**config.mk**
```make
export PLATFORM = sky130hd
export DESIGN_NAME = addsub_serial_nbit
export DESIGN_NICKNAME = d
export VERILOG_FILES = /design/src/rtl/addsub_serial_nbit.sv
export SDC_FILE = /design/constraint.sdc
export NUM_CORES = 1
export LEC_CHECK = 0
export ABC_AREA = 1
export CORE_MARGIN = 2
export CORE_UTILIZATION = 56
export DETAILED_ROUTE_END_ITERATION = 6
export PLACE_DENSITY_LB_ADDON = 0.12
export SKIP_LAST_GASP = 1
export SLEW_MARGIN = 40
export SYNTH_ARGS = -nofsm -noshare
export SYNTH_HDL_FRONTEND = slang
export SYNTH_SLANG_ARGS = --single-unit
```
**constraint.sdc**
```tcl
create_clock -name clk -period 7.8 [get_ports clk]
set_clock_uncertainty 0.2 [all_clocks]
set_input_delay 1.17 -clock clk [delete_from_list [all_inputs] [get_ports clk]]
set_output_delay 1.17 -clock clk [all_outputs]
set_load 0.02 [all_outputs]
```
**src/rtl/addsub_serial_nbit.sv**
```systemverilog
// Slice-serial N-bit add/subtract: K bits per clock, LSB slice first, with the
// carry/borrow held in a register between slices. start/busy/done handshake.
module addsub_serial_nbit #(
  parameter int N = 16,
  parameter int K = 4
) (
  input  logic         clk,
  input  logic         rst,
  input  logic         start,
  input  logic         op,
  input  logic [N-1:0] a,
  input  logic [N-1:0] b,
  input  logic         ci,
  output logic         busy,
  output logic         done,
  output logic [N-1:0] result,
  output logic         co,
  output logic         ovf,
  output logic         zero
);

  localparam int S  = N / K;
  localparam int IW = (S > 1) ? $clog2(S) : 1;

  typedef enum logic [1:0] {ST_IDLE, ST_RUN, ST_FIN} state_t;

  state_t        state;
  logic [N-1:0]  a_r;
  logic [N-1:0]  b_r;
  logic          op_r;
  logic          c_r;
  logic [IW-1:0] idx;

  logic [K-1:0]  a_s;
  logic [K-1:0]  b_s;
  logic [K:0]    sum;
  logic          ovf_n;
  logic          accept;

  // Bit K of the (K+1)-bit slice sum is the carry for add and the borrow for sub.
  always_comb begin
    a_s = a_r[int'(idx)*K +: K];
    b_s = b_r[int'(idx)*K +: K];
    if (op_r)
      sum = {1'b0, a_s} - {1'b0, b_s} - {{K{1'b0}}, c_r};
    else
      sum = {1'b0, a_s} + {1'b0, b_s} + {{K{1'b0}}, c_r};
  end

  always_comb begin
    if (op_r)
      ovf_n = (a_r[N-1] != b_r[N-1]) && (result[N-1] != a_r[N-1]);
    else
      ovf_n = (a_r[N-1] == b_r[N-1]) && (result[N-1] != a_r[N-1]);
  end

  // A new request is taken in IDLE and also in the FIN cycle (back-to-back).
  assign accept = start && (state != ST_RUN);

  always_ff @(posedge clk or posedge rst) begin
    if (rst) begin
      state  <= ST_IDLE;
      a_r    <= '0;
      b_r    <= '0;
      op_r   <= 1'b0;
      c_r    <= 1'b0;
      idx    <= '0;
      busy   <= 1'b0;
      done   <= 1'b0;
      result <= '0;
      co     <= 1'b0;
      ovf    <= 1'b0;
      zero   <= 1'b0;
    end else begin
      done <= 1'b0;
      unique case (state)
        ST_IDLE: ;
        ST_RUN: begin
          result[int'(idx)*K +: K] <= sum[K-1:0];
          c_r <= sum[K];
          if (idx == IW'(S - 1)) begin
            idx   <= '0;
            busy  <= 1'b0;
            state <= ST_FIN;
          end else begin
            idx <= idx + 1'b1;
          end
        end
        ST_FIN: begin
          done  <= 1'b1;
          co    <= c_r;
          ovf   <= ovf_n;
          zero  <= (result == '0);
          state <= ST_IDLE;
        end
        default: state <= ST_IDLE;
      endcase
      if (accept) begin
        a_r   <= a;
        b_r   <= b;
        op_r  <= op;
        c_r   <= ci;
        idx   <= '0;
        busy  <= 1'b1;
        state <= ST_RUN;
      end
    end
  end

endmodule

```
# After elaboration in Yosys (flattened, before gate mapping)

Index checks and enable logic that the tools add are counted.

Add/subtract/negate cells: 6
Equal/unequal tests: 9
Shifts and indexed selects: 4
Muxes and demuxes: 15
Reductions and logical operators: 9

Operator list:

| cell                                                  | count |
|---|---|
| negator 4 -> 33 bit                                   | 1 |
| variable shift 4 x 33 -> 16 bit, first input constant | 1 |
| indexed part select 4 x 33 -> 16 bit                  | 1 |
| indexed part select 16 x 5 -> 4 bit                   | 2 |
| bitwise mux 16 bit                                    | 1 |
| zero test 16 bit                                      | 1 |
| two-way mux 2 bit                                     | 5 |
| two-way mux 1 bit                                     | 7 |
| adder 4 x 4 -> 5 bit                                  | 1 |
| adder 5 x 1 -> 5 bit                                  | 1 |
| two-way mux 5 bit                                     | 1 |
| subtractor 4 x 4 -> 5 bit                             | 1 |
| subtractor 5 x 1 -> 5 bit                             | 1 |
| == test 2 bit, second input constant                  | 2 |
| one-hot mux 2 bit (2 select lines)                    | 1 |
| AND reduction 2 bit                                   | 2 |
| nonzero test 2 bit                                    | 2 |
| logical AND 1 bit                                     | 3 |
| != test 3 bit, second input constant                  | 1 |
| adder 2 x 1 -> 2 bit, second input constant           | 1 |
| == test 2 x 1 -> 1 bit, second input constant         | 1 |
| zero test 2 bit                                       | 1 |
| != test 1 bit                                         | 2 |
| != test 2 x 1 -> 1 bit, second input constant         | 1 |
| 2 further kinds                                       | 2 |

Bits in registers: 59
Bits of input ports: 37
Output and inout port bits: 21
Word-level logic and storage cells: 55

# Longest topological paths before layout

Word-level depth: 6
Depth in mapped cells: 14
Mapped depth without buffers: 13

# Worst setup path after synthesis

OpenSTA, ideal clock, no wires.

Path kind: register -> register
From: reg idx[0]
To: reg c_r
Setup time: 124 ps
Arrival time: 2,498 ps
Data required time: 7,476 ps
Setup slack: 4,978 ps
Cell stages (with the launch flop): 14
Buffers on the path: 2
Clock period less this slack: 2,822 ps
Path through: dfrtp_1 -> buf_6 -> inv_6 -> buf_2 -> nand2_1 -> a32oi_1 -> inv_1 -> fa_1 -> fa_1 -> o21ai_0 -> a31o_2 -> o21ai_0 -> nand2_1 -> nand3_1

Longest elaborated chain between the ends: 6
Elaborated cells between the ends (all ways): 9
Classes of those cells: add/sub: 4; shift: 2; mux: 3

Ends and longest elaborated chain:

| element                                                           | RTL line | source |
|---|---|---|
| from (decl)                                                       | 32       | `logic [IW-1:0] idx;` |
| from (signal assigned)                                            | 86       | `idx <= idx + 1'b1;` |
| indexed part select 16 x 5 -> 4 bit (on tied branches)            | 42, 43   |  |
| adder 4 x 4 -> 5 bit or subtractor 4 x 4 -> 5 bit (tied branches) | 47, 45   |  |
| adder 5 x 1 -> 5 bit or subtractor 5 x 1 -> 5 bit (tied branches) | 47, 45   |  |
| two-way mux 5 bit *                                               | 44       | `if (op_r)` |
| two-way mux 1 bit *                                               | 76       | `unique case (state)` |
| two-way mux 1 bit *                                               | 98       | `if (accept) begin` |
| to (signal assigned)                                              | 80       | `c_r <= sum[K];` |
| to (signal assigned)                                              | 102      | `c_r <= ci;` |
| to (decl)                                                         | 31       | `logic c_r;` |

Every way passes the cells marked *; elsewhere a longest branch is shown, timed or not. The select of a mux whose other input is x is not followed.
A chain may end at the register's enable or synchronous reset.

# Final worst setup path

From: reg idx[1]
To: reg result[6]

Longest elaborated chain between the ends: 6
Elaborated cells between the ends (all ways): 11
Classes of those cells: add/sub: 5; shift: 4; mux: 2

Ends and longest elaborated chain:

| element                                                           | RTL line | source |
|---|---|---|
| indexed part select 16 x 5 -> 4 bit (on tied branches)            | 42, 43   |  |
| adder 4 x 4 -> 5 bit or subtractor 4 x 4 -> 5 bit (tied branches) | 47, 45   |  |
| adder 5 x 1 -> 5 bit or subtractor 5 x 1 -> 5 bit (tied branches) | 47, 45   |  |
| two-way mux 5 bit                                                 | 44       |  |
| indexed part select 4 x 33 -> 16 bit                              | 79       | `result[int'(idx)*K +: K] <= sum[K-1:0];` |
| bitwise mux 16 bit *                                              | 79       |  |
| to (signal, indexed assignment)                                   | 79       |  |
| to (decl)                                                         | 16       | `output logic [N-1:0] result,` |

Every way passes the cells marked *; elsewhere a longest branch is shown, timed or not.

==> out/qor.csv <==
metric,value,unit
outcome,"finished, final reports clean",
Syn Nets,413,
crit start category,flop,
# diodes,0,
setup TNS,0,ns
Final period util,0.4046,
Post-synth EDFFs,0,
Die Footprint,6051,µm²
CTS tree,done,
synth cell count leaders,"nand2_1, dfrtp_1, inv_1, o21ai_0, nor2_1",
Antenna Nets Post-Route,0,
# DRC,0,
hold path start,a_r[8]$_DFFE_PP0P_,
DR WL/cell,12.65,µm
clock slew at reported path FFs,0.06,ns
Final Net Count,472,
top achievable clock speed,0.3169,GHz
Switching Fraction,0.4598,
setup repair after global routing missed its margin,no,
initial antenna violation count,0,
H-tree levels,3,
crit path max fanout,15,
Pint,983.6,µW
P_sw,837.0,µW
"setup slack, reg-to-reg",4.64,ns
syn_area_per_cell,8.494,µm²
"Cell Area, Synth",3049,µm²
HP Class,flop to flop,
hold slack,0.2702,ns
Initial Util,0.5895,
crit path DAT,3.21,ns
data required time of the worst path,7.86,ns
Vias,2477,
"Top FF cell, synth",dfrtp_1,
Multi-input gate area,1359,µm²
"Async S/R FF share, synth",1.000,
crit path from,idx[1]$_DFFE_PP0P_,
layout filler cell count,416,
worst path cell trace,inv_2 > a21oi_1 > a32oi_1 > inv_1 > fa_1 > fa_1 > nand2_1 > o21ai_1 > xor2_1 > nor2_1 > nand2_1 > o21ai_0,
fin crit period,3.156,ns
post-synthesis mux area share,0,
reg-to-reg critical path endpoint,result[6]$_DFFE_PP0P_,
global-route wire length before repair,10.74,mm
largest net degree at the start of global routing,60,
sequential cell area,1476,µm²
post-CTS setup buffer count,0,
TritonCTS Buffers,9,
VDD IR max,214.7,µV
clock share of power,0.145,
share of cells above drive strength 1,0.08747,
grt ovf,0,
Critical-path top delay cell,dfrtp_1,
Synth top area share,0.4842,
drt total wl,6.236,mm
Yosys reg bits,59,
Synth Instances,359,
"Slew Viols, Final",0,
Worst Hold Depth,2,
area grow syn2layout,27.12,%
Cell Rows,26,
Comb pwr share,0.566,
Crit Path Class,flop to flop,
leak pwr,0.001885,µW
I/O pin cnt,58,
YS warnings,0,
clk_lat worst skew,0.34,ns
number of global-route vias before repair,2308,
Die W,77.79,µm
Max clock buf depth,2,
die height,77.79,µm
# Max-Cap Violations,0,
most frequent cell after synthesis,nand2_1,
Post-Synth Simple-Gate Area,0.2548,
Synth area leader,dfrtp_1,
CTS root buf,clkbuf_8,
GR Util All Layers,0.2294,
post-synth cell types,35,
setup violators final,0,
PD cells,469.7,nW/µm²
Compound-Gate Fraction of Synth Area,0.1055,
adder-cell share of the synthesized area,0.07961,
Hold EP,a_r[8]$_DFFE_PP0P_,
max_slew headroom,0.6955,
Setup crit end kind,flop,
top post-synthesis cells by area,"dfrtp_1, nand2_1, ha_1",
IO Port Bufs,57,
"Seq/Total Area, Yosys",0.4842,
Core Region,5172,µm²
Avg Vias per Cell,5.024,
Sinks on Clock Net,59,
combinational family with the most area after synthesis,simple AND/OR/NAND/NOR gates,
DR pass1 iterations,4,
Sequential Power Share,0.289,
Worst R2R Path Depth,12,
DRT iter0 DRCs,127,
"Hold-fix buffers, CTS",0,
Worst path max stage delay,0.50,ns
FF-to-FF Start,idx[1]$_DFFE_PP0P_,
RePlAce Congestion,0.8767,
final hold vios,0,
Tightest Pin Transition,0.4560,ns
post_cts resized,0,
XOR/XNOR share of the synthesized area,0.005745,
Final HPWL DP,4.466,mm
-- cell families after synthesis --
logic type / after synthesis
AO/OA/AOI/OAI: 56
XOR/XNOR: 2
adder cells (fa/ha/maj): 17
buffers and inverters: 46
flip-flops: 59
AND/OR/NAND/NOR: 179
-- worst max-delay path by stage --
stage / endpoint / slack (ns) / cells after the start
final: result[6]$_DFFE_PP0P_ / 4.64 / 12
after global routing: result[6]$_DFFE_PP0P_ / 4.36 / 12
after CTS: result[6]$_DFFE_PP0P_ / 4.66 / 12
after detailed placement: a_r[7]$_DFFE_PP0P_ / 4.42 / 6
after global placement: b_r[10]$_DFFE_PP0P_ / 4.51 / 6
after floorplan: a_r[0]$_DFFE_PP0P_ / 4.97 / 1
-- flip-flops by register name, indices dropped and copies added, names as in the netlist --
name	count
zero	1
busy	1
a_r	16
b_r	16
ovf	1
op_r	1
state	2
idx	2
result	16
done	1
c_r	1
co	1
-- per-layer routing --
| layer | GRT usage | part of all wire | wire (µm) | vias up |
|---|---|---|---|---|
| li1 | - | - | - | 1271 |
| met1 | 0.2956 | 0.45 | 2794 | 1133 |
| met2 | 0.3759 | 0.49 | 3034 | 62 |
| met3 | 0.03953 | 0.044 | 273 | 11 |
| met4 | 0.1107 | 0.021 | 134 | 0 |
| met5 | 0 | 0 | 0 | - |
-- critical path: cells and delay by family, from the launching register on --
kind,cells,cell delay (ns)
AO/OA/AOI/OAI,4,0.58
XOR/XNOR,1,0.17
adder cells (fa/ha/maj),2,0.87
buffers and inverters,2,0.39
flip-flops,1,0.50
AND/OR/NAND/NOR,3,0.34
-- metrics by stage --
step	std cells	total power (µW)	area [µm²]	setup WS (ns)	utilization
finish	493	1821	3876	4.644	0.7494
global route	493	1988	3876	4.365	0.7494
CTS	491	1814	3829	4.661	0.7402
detailed placement	475	1548	3637	4.419	0.7032
global placement	475	1513	3637	4.506	0.7032
floorplan	359	1283	3049	4.974	-
-- final cells by class --
| type | count | share of cell area |
|---|---|---|
| clock buffers | 15 | 0.04810 |
| clock inverters | 1 | 0.001291 |
| inverters | 33 | 0.03325 |
| multi-input cells | 254 | 0.3505 |
| flip-flops and latches | 59 | 0.3809 |
| well taps | 70 | 0.02260 |
| repair buffers | 61 | 0.1633 |
-- placed cells by master, fill, tap and decap left out, drive strengths merged, types with 2 or more instances in the layout --
master,n
clkbuf,15
nand2,134
fa,4
nor3,2
nor4,4
o21bai,2
ha,13
nand4,3
nand3,12
o22ai,3
inv,33
a21oi,10
a22o,2
a32oi,4
nor2,21
dfrtp,59
and2,2
buf,4
clkdlybuf4s50,57
o21ai,32
-- power by group through the flow --
stage	Sequential (µW)	Combinational, µW	Clock [µW]
after global routing	545	1160	283
after CTS	527	1020	267
final	527	1030	264
after global placement	529	985	0
after floorplan	550	733	0
after detailed placement	532	1020	0
Note: power is estimated with default switching activity, not from simulation.
